--- src/rtl/mul_share_arbiter.sv ---
// Round-robin sharing of one external signed W x W multiplier among NREQ requesters.
// Optional burst lock (priority held on the granted requester) under `MUL_LOCK_EN.
module mul_share_arbiter #(
  parameter int NREQ = 4,
  parameter int W    = 9,
  parameter int IDW  = 2
) (
  input  logic              clk,
  input  logic              reset,
  input  logic [NREQ-1:0]   req,
  input  logic [NREQ*W-1:0] req_a,
  input  logic [NREQ*W-1:0] req_b,
  input  logic [NREQ-1:0]   req_lock,
  output logic [NREQ-1:0]   gnt,
  output logic [W-1:0]      mul_a,
  output logic [W-1:0]      mul_b,
  input  logic [2*W-1:0]    mul_p,
  output logic              rsp_valid,
  output logic [IDW-1:0]    rsp_id,
  output logic [2*W:0]      rsp_p,
  output logic              busy
);

  localparam logic [IDW:0] NREQ_W = (IDW+1)'(NREQ);

  logic [IDW-1:0] ptr;
  logic [IDW-1:0] ptr_nxt;
  logic [IDW-1:0] win;
  logic           found;
  logic [IDW:0]   cand;
  logic [IDW-1:0] cand_idx;
  logic [W-1:0]   sel_a;
  logic [W-1:0]   sel_b;
  logic           s1_v;
  logic [IDW-1:0] s1_id;

  // Search from ptr upward, wrapping at NREQ-1; first requester found wins.
  always_comb begin
    found    = 1'b0;
    win      = '0;
    cand     = '0;
    cand_idx = '0;
    for (int k = 0; k < NREQ; k++) begin
      cand = {1'b0, ptr} + (IDW+1)'(k);
      if (cand >= NREQ_W) cand = cand - NREQ_W;
      cand_idx = cand[IDW-1:0];
      if (!found && req[cand_idx]) begin
        found = 1'b1;
        win   = cand_idx;
      end
    end
  end

  always_comb begin
    gnt   = '0;
    sel_a = '0;
    sel_b = '0;
    for (int i = 0; i < NREQ; i++) begin
      if (win == IDW'(i)) begin
        gnt[i] = found && !reset;
        sel_a  = req_a[i*W +: W];
        sel_b  = req_b[i*W +: W];
      end
    end
  end

  always_comb begin
    if ({1'b0, win} == NREQ_W - 1'b1) ptr_nxt = '0;
    else                               ptr_nxt = win + 1'b1;
`ifdef MUL_LOCK_EN
    if (req_lock[win]) ptr_nxt = win;
`endif
  end

`ifndef MUL_LOCK_EN
  logic unused_lock;
  assign unused_lock = ^req_lock;
`endif

  always_ff @(posedge clk or posedge reset) begin
    if (reset) begin
      ptr       <= '0;
      mul_a     <= '0;
      mul_b     <= '0;
      s1_v      <= 1'b0;
      s1_id     <= '0;
      rsp_valid <= 1'b0;
      rsp_id    <= '0;
      rsp_p     <= '0;
    end else begin
      if (found) begin
        mul_a <= sel_a;
        mul_b <= sel_b;
        s1_v  <= 1'b1;
        s1_id <= win;
        ptr   <= ptr_nxt;
      end else begin
        mul_a <= '0;
        mul_b <= '0;
        s1_v  <= 1'b0;
      end
      rsp_valid <= s1_v;
      if (s1_v) begin
        rsp_p  <= {mul_p[2*W-1], mul_p};
        rsp_id <= s1_id;
      end
    end
  end

  assign busy = (|req) | s1_v | rsp_valid;

endmodule

--- config.mk ---
export PLATFORM = sky130hd
export DESIGN_NAME = mul_share_arbiter
export DESIGN_NICKNAME = d
export VERILOG_FILES = /design/src/rtl/mul_share_arbiter.sv
export SDC_FILE = /design/constraint.sdc
export NUM_CORES = 1
export LEC_CHECK = 0
export CAP_MARGIN = 10
export CORE_MARGIN = 2
export CORE_UTILIZATION = 33
export DETAILED_ROUTE_END_ITERATION = 10
export PLACE_DENSITY = 0.77
export SYNTH_ARGS = -nofsm -noshare
export SYNTH_HDL_FRONTEND = slang
export SYNTH_SLANG_ARGS = --single-unit
--- constraint.sdc ---
create_clock -name clk -period 2.4 [get_ports clk]
set_clock_uncertainty 0.2 [all_clocks]
set_input_delay 0.48 -clock clk [delete_from_list [all_inputs] [get_ports clk]]
set_output_delay 0.48 -clock clk [all_outputs]
set_load 0.01 [all_outputs]
==> results of run 1 <==
==> where the power goes <==
| group | total (W) | internal, W | switching, W |
|---|---|---|---|
| Combinational | 0.00193 | 0.00115 | 0.000778 |
| Sequential | 0.00104 | 0.000952 | 0.0000897 |
| Clock | 0.000575 | 0.000314 | 0.000261 |
==> per-stage QoR <==
step	std cells	setup TNS (ps)	hold slack (ps)	total power [W]	instance area [um^2]
after floorplan	189	-1740	181	0.00205	2320
after global placement	414	-16290	271	0.00276	3870
after detailed placement	414	-18010	279	0.00280	3870
after CTS	429	-1400	301	0.00353	4100
after global routing	430	-2330	322	0.00377	4140
final	430	-1050	289	0.00354	4140
==> path summary, 6_finish.rpt <==
kind	startpoint	to	depth (start not counted)
max	ptr[0]	gnt[0]	6
min	s1_id[0]	s1_id[0]	2
max reg2reg	ptr[0]	mul_b[5]	9
min reg2reg	s1_id[0]	s1_id[0]	2
max in group asynchronous	reset	ptr[0]	3
min in group asynchronous	reset	mul_b[2]	3
==> sequential cells by signal, indices dropped and copies added (netlist names) <==
register	cells
rsp_id	2
mul_b	9
s1_id	2
rsp_valid	1
rsp_p	18
s1_v	1
ptr	2
mul_a	9
==> worst max-delay path, cell delays in order, from the launching register on <==
cell and delay [ps]:
dfrtp_2 430, nor2b_4 60, o21ba_4 190, or3_4 400, ha_4 180, and3_4 150, buf_6 110
==> routing by layer <==
layer	global-route usage (%)	vias to the layer above	part of all wire (%)
met5	0	-	0
met4	4.69	0	1.1
met1	25.2	1062	42
met2	33.8	81	51
met3	3.62	7	5.4
li1	-	1045	-
==> cell type report <==
type / instances / area share, %
timing repair buffer: 172 / 40.3
inverter: 3 / 0.363
clock buffer: 5 / 1.66
multi-input combinational: 123 / 27.5
sequential: 44 / 26.7
tap: 80 / 2.42
clock inverter: 3 / 1.12
==> cell usage in the layout (no fill, tap or decap), types with 2 or more instances in the layout <==
cell               n
dfrtp_1           42
ha_2               2
buf_4             22
or3_4              2
and3_4             2
and3_1             2
a32o_1            17
clkdlybuf4s50_1  131
clkbuf_8           5
a21oi_1            2
buf_6             13
dfrtp_2            2
clkinvlp_4         2
nor2b_1           18
nor3_1            17
nand2_1            3
ha_4               2
buf_2              4
nor2b_4            4
a221o_1           18
mux2_2            21
==> cell families after synthesis <==
logic type / after synthesis / synth area share, %
muxes: 21 / 10.5
buffers and inverters: 22 / 5.40
AOI/OAI and AO/OA: 44 / 18.7
adders and majority gates: 4 / 2.23
DFF: 44 / 49.0
and+or+nand+nor: 54 / 14.2
==> repair_timing <==
item / CTS / global route
pin swaps: 22 / 15
resized for setup: 57 / 13
gates cloned: 1 / 0
setup endpoints to repair: 23 / 23
hold buffers: 0 / 0
setup buffers: 6 / 1
==> key figures, run 1 <==
Power and ir drop
  • Pleak: 1.69 nW
  • Worst vdd ir: 0.563 mV
  • Pwr/cell area: 856 mW/mm^2

Timing
  • F_max: 400 MHz
  • Setup ws final: -100 ps
  • Final Max Slew Viols: 0
  • Least-Margin Pin Slew: 392 ps
  • RSZ-0062 raised after global routing: yes
  • Final Hold Viols: 0
  • Fin crit share: 104%
  • Final min period: 2500 ps
  • Final setup fails: 21
  • Rel. slew slack: 73.8%

Critical path
  • CP Class: register to output pin
  • CP arrival: 1820 ps
  • CP startpoint kind: register
  • Setup slack on the worst flop-to-flop path: -80 ps
  • Maximum fanout along the worst path: 3
  • CP endpoint kind: output pin
  • WP data required: 1720 ps

Routing
  • DRT antenna net count: 0
  • Avg Vias per Cell: 5.10
  • Starting DRC count in detailed routing: 68
  • Drt first pass iters: 4
  • Total number of vias: 2195
  • DR DRC count: 0
  • Routed length per instance: 16.6 um
  • Routed Wire Length: 7.13 mm

Logic synthesis
  • Synth async-reset ratio: 100%
  • Synth cell types: 29
  • Post-synth top area cell: dfrtp_1
  • Top cells by area, synth: dfrtp_1, mux2_2, a221o_1
  • Post-synth EDFFs: 0
  • Synthesized flop and latch total: 44
  • Synth Area per Inst: 11.9 um^2
  • Cell Area, Synth: 0.00225 mm^2
  • Synth Flop Type: dfrtp_1
  • Synth warn: 0
  • Post-synth top cells: dfrtp_1, nor2b_1, mux2_2, a221o_1, nor3_1
  • Top cell type's share of synthesized area: 49.0%
  • Syn Inst Count: 189
  • Mapped Nets: 293
  • Post-synthesis sequential area ratio: 49.0%
  • Most frequent cell after synthesis: dfrtp_1

Cells and area
  • Fin util: 62.0%
  • Reg area: 0.00110 mm^2
  • Fillers: 592
  • Antenna diodes: 0
  • Multi-input gate area: 0.00114 mm^2
  • Share of layout cells above drive strength 1: 26.0%
  • Syn-to-layout area delta: 84.1%
  • Fin nets: 453

Floorplan
  • # IOs: 145
  • Die footprint: 0.00749 mm^2
  • CORE AREA: 0.00668 mm^2
  • Die Wd: 86.5 um
  • Die H: 86.5 um
  • Row count: 30
  • Starting density of the core: 33.7%

Placed design
  • PortBufs: 140
  • HPWL reported at the end of detailed placement: 5.12 mm
  • Setup slack after placement: -838 ps
  • Routability cong.: 0.788

Clock tree
  • Htree depth: 2
  • Clock Sinks: 44
  • CTS buffer count: 5
  • Longest Clk Path Bufs: 2
  • CTS tree: done
  • Clock-pin slew on the worst setup and hold paths: 90 ps
  • Clock Latency Late Sink: 290 ps
  • CTS Root Cell: clkbuf_8

Global route
  • Largest net degree at the start of global routing: 37
  • Vias in the first global route: 2298
  • Antenna violations before repair: 0
  • Total global routing overflow: 0
  • First-pass GRT wire length: 11.5 mm
  • GRT Overall Usage: 19.5%

Status
  • Run status: finished with violations
  • Violated checks: setup timing

Min path
  • Min-Delay Path Class: register to register

Flow run
  • Max Cap Violations: 0
(Power assumes the default switching activity.)
==> run 2, diff against run 1 <==
--- a/config.mk
+++ b/config.mk
@@ -10,6 +10,7 @@
 export CORE_UTILIZATION = 33
 export DETAILED_ROUTE_END_ITERATION = 10
 export PLACE_DENSITY = 0.77
+export SETUP_SLACK_MARGIN = 0.5
 export SYNTH_ARGS = -nofsm -noshare
 export SYNTH_HDL_FRONTEND = slang
 export SYNTH_SLANG_ARGS = --single-unit
==> key figures, run 2 (same netlist as run 1, synthesis figures left out) <==
Cells and area
  • Antenna diodes: 0
  • Multi-input gate area: 0.00115 mm^2
  • Regs by FF count: rsp_p (18), mul_a (9), mul_b (9)
  • Share of layout cells above drive strength 1: 26.1%
  • Syn-to-layout area delta: 86.2%
  • Max FFs per register: 18
  • Most frequent cells in the layout: clkdlybuf4s50_1, dfrtp_1, buf_4, mux2_2
  • Fin nets: 453
  • Fillers: 572
  • Reg area: 0.00110 mm^2
  • Top reg by flops: rsp_p
  • Commonest non-fill, non-tap cell in the layout: clkdlybuf4s50_1

Critical path
  • Maximum fanout along the worst path: 3
  • CP Class: register to output pin
  • CP arrival: 1930 ps
  • R2R Path Start: ptr[0]
  • Worst path slowest cell: dfrtp_2
  • Slowest cell delay on critical path: 430 ps
  • Setup slack on the worst flop-to-flop path: -180 ps
  • CP startpoint kind: register
  • Reg-to-reg critical path endpoint: mul_b[8]
  • Worst-path cell chain: nor2b_4, o21ba_4, or3_4, buf_6, ha_4, and3_4, buf_6
  • Family with the most delay on the worst path: simple AND/OR/NAND/NOR gates
  • Critical path depth: 7
  • Reg2reg path depth: 9
  • Worst path bufs/invs: 2
  • WP data required: 1720 ps
  • Worst path most repeated cell: buf_6
  • CP endpoint kind: output pin

Clock tree
  • Longest Clk Path Bufs: 2
  • CTS Root Cell: clkbuf_8
  • Clock-pin slew on the worst setup and hold paths: 80 ps
  • Clock Sinks: 44
  • Clock Latency Late Sink: 290 ps
  • CTS tree: done
  • Htree depth: 2
  • CTS buffer count: 5
  • Hold buffer count at CTS: 0

Floorplan
  • Starting density of the core: 33.7%
  • Die Wd: 86.5 um
  • Row count: 30
  • Die H: 86.5 um
  • Die footprint: 0.00749 mm^2
  • CORE AREA: 0.00668 mm^2
  • # IOs: 145

Global route
  • Vias in the first global route: 2309
  • GRT Overall Usage: 18.3%
  • First-pass GRT wire length: 10.8 mm
  • Antenna violations before repair: 0
  • Met2 usage: 33.6%
  • Top Usage Layer GRT: met2
  • Met3 Use GR: 3.14%
  • Total global routing overflow: 0
  • Largest net degree at the start of global routing: 37
  • Grt met1 use: 21.4%

Flow run
  • Max Cap Violations: 0

Min path
  • Min-Delay Path Class: register to register
  • Min-Delay Startpoint: s1_id[0]
  • Hold Path End: s1_id[0]
  • Cell depth of the worst hold path: 2

Routing
  • DRT antenna net count: 0
  • Total number of vias: 2220
  • Routed length per instance: 17.0 um
  • Starting DRC count in detailed routing: 89
  • Routed Wire Length: 7.29 mm
  • Drt first pass iters: 6
  • Avg Vias per Cell: 5.17
  • DR DRC count: 0

Timing
  • F_max: 383 MHz
  • Least-Margin Pin Slew: 424 ps
  • Final Max Slew Viols: 0
  • Final setup fails: 20
  • Final min period: 2610 ps
  • Hold WS: 285 ps
  • Setup ws final: -210 ps
  • Rel. slew slack: 71.6%
  • Fin crit share: 109%
  • Final Hold Viols: 0
  • RSZ-0062 raised after global routing: yes

Power and ir drop
  • Sequential fraction of design power: 29.8%
  • NetSw: 0.00113 W
  • Switching Fraction: 32.8%
  • Clk network pwr share: 13.2%
  • Internal power: 0.00231 W
  • Pwr/cell area: 821 mW/mm^2
  • Tot Pwr: 0.00344 W
  • Combinational share of power: 57.0%
  • Worst vdd ir: 0.606 mV
  • Pleak: 1.83 nW

Status
  • Run status: finished with violations
  • Violated checks: setup timing

Placed design
  • HPWL reported at the end of detailed placement: 5.10 mm
  • PortBufs: 140
  • Routability cong.: 0.774
## run 2: cell count changes in the layout (fill, tap and decap cells not counted), sizes merged
cell | before | now
inv | 3 | 2
dlygate4sd2 | 1 | 3
bufinv | 1 | 0
dlymetal6s2s | 0 | 15
clkdlybuf4s50 | 131 | 113
clkbuf | 5 | 6
clkinv | 0 | 1
## run 2: power by group through the flow
stage | clock, W | combinational, W | sequential, W
4_1_cts | 0.000474 | 0.00185 | 0.00103
3_3_place_gp | 0 | 0.00174 | 0.00104
2_1_floorplan | 0 | 0.000923 | 0.00113
6_report | 0.000453 | 0.00196 | 0.00103
5_1_grt | 0.000507 | 0.00211 | 0.00105
3_5_place_dp | 0 | 0.00176 | 0.00105
## run 2: per-layer routing
layer / vias up / part of all wire, %
li1: 1037 / -
met1: 1087 / 41
met2: 85 / 52
met3: 11 / 5.6
met4: 0 / 1.8
met5: - / 0
## run 2: how the worst max path moves through the flow
stage | startpoint | end
final | ptr[0] | gnt[0]
after global routing | ptr[0] | gnt[0]
after CTS | ptr[0] | gnt[0]
after detailed placement | req[0] | gnt[0]
after global placement | req[0] | gnt[0]
after floorplan | req[2] | mul_b[5]
## run 2: repair_timing
item / 4_1_cts / 5_1_grt
pin swaps: 4 / 9
setup endpoints to repair: 30 / 39
gates cloned: 0 / 2
buffers inserted: 6 / 3
gates resized for setup: 53 / 36
## run 2: worst register-to-register path, delay by kind of cell, from the launching register on
family                   cells  cell delay, ps
buffers and inverters        2             300
adder cells (fa/ha/maj)      1             150
AO/OA/AOI/OAI                3             750
AND/OR/NAND/NOR              3             650
flip-flops                   1             430
## run 2: metrics by stage
stage          setup TNS, ps  area (um^2)  setup WS, ps  instances  util [%]
3_3_place_gp          -17760         3870          -888        411      58.0
5_1_grt                -4120         4190          -273        429      62.7
4_1_cts                -3230         4040          -209        424      60.4
3_5_place_dp          -18340         3870          -896        411      58.0
2_1_floorplan          -1740         2330          -132        189         -
6_report               -2680         4190          -210        429      62.7
## run 2: area by class of cell
| type | count | share of cell area, % |
|---|---|---|
| repair buffers | 172 | 41.5 |
| multi-input cells | 123 | 27.5 |
| inverters | 3 | 0.359 |
| well taps | 80 | 2.39 |
| flip-flops and latches | 44 | 26.3 |
| clock buffers | 5 | 1.64 |
| clock inverters | 2 | 0.299 |
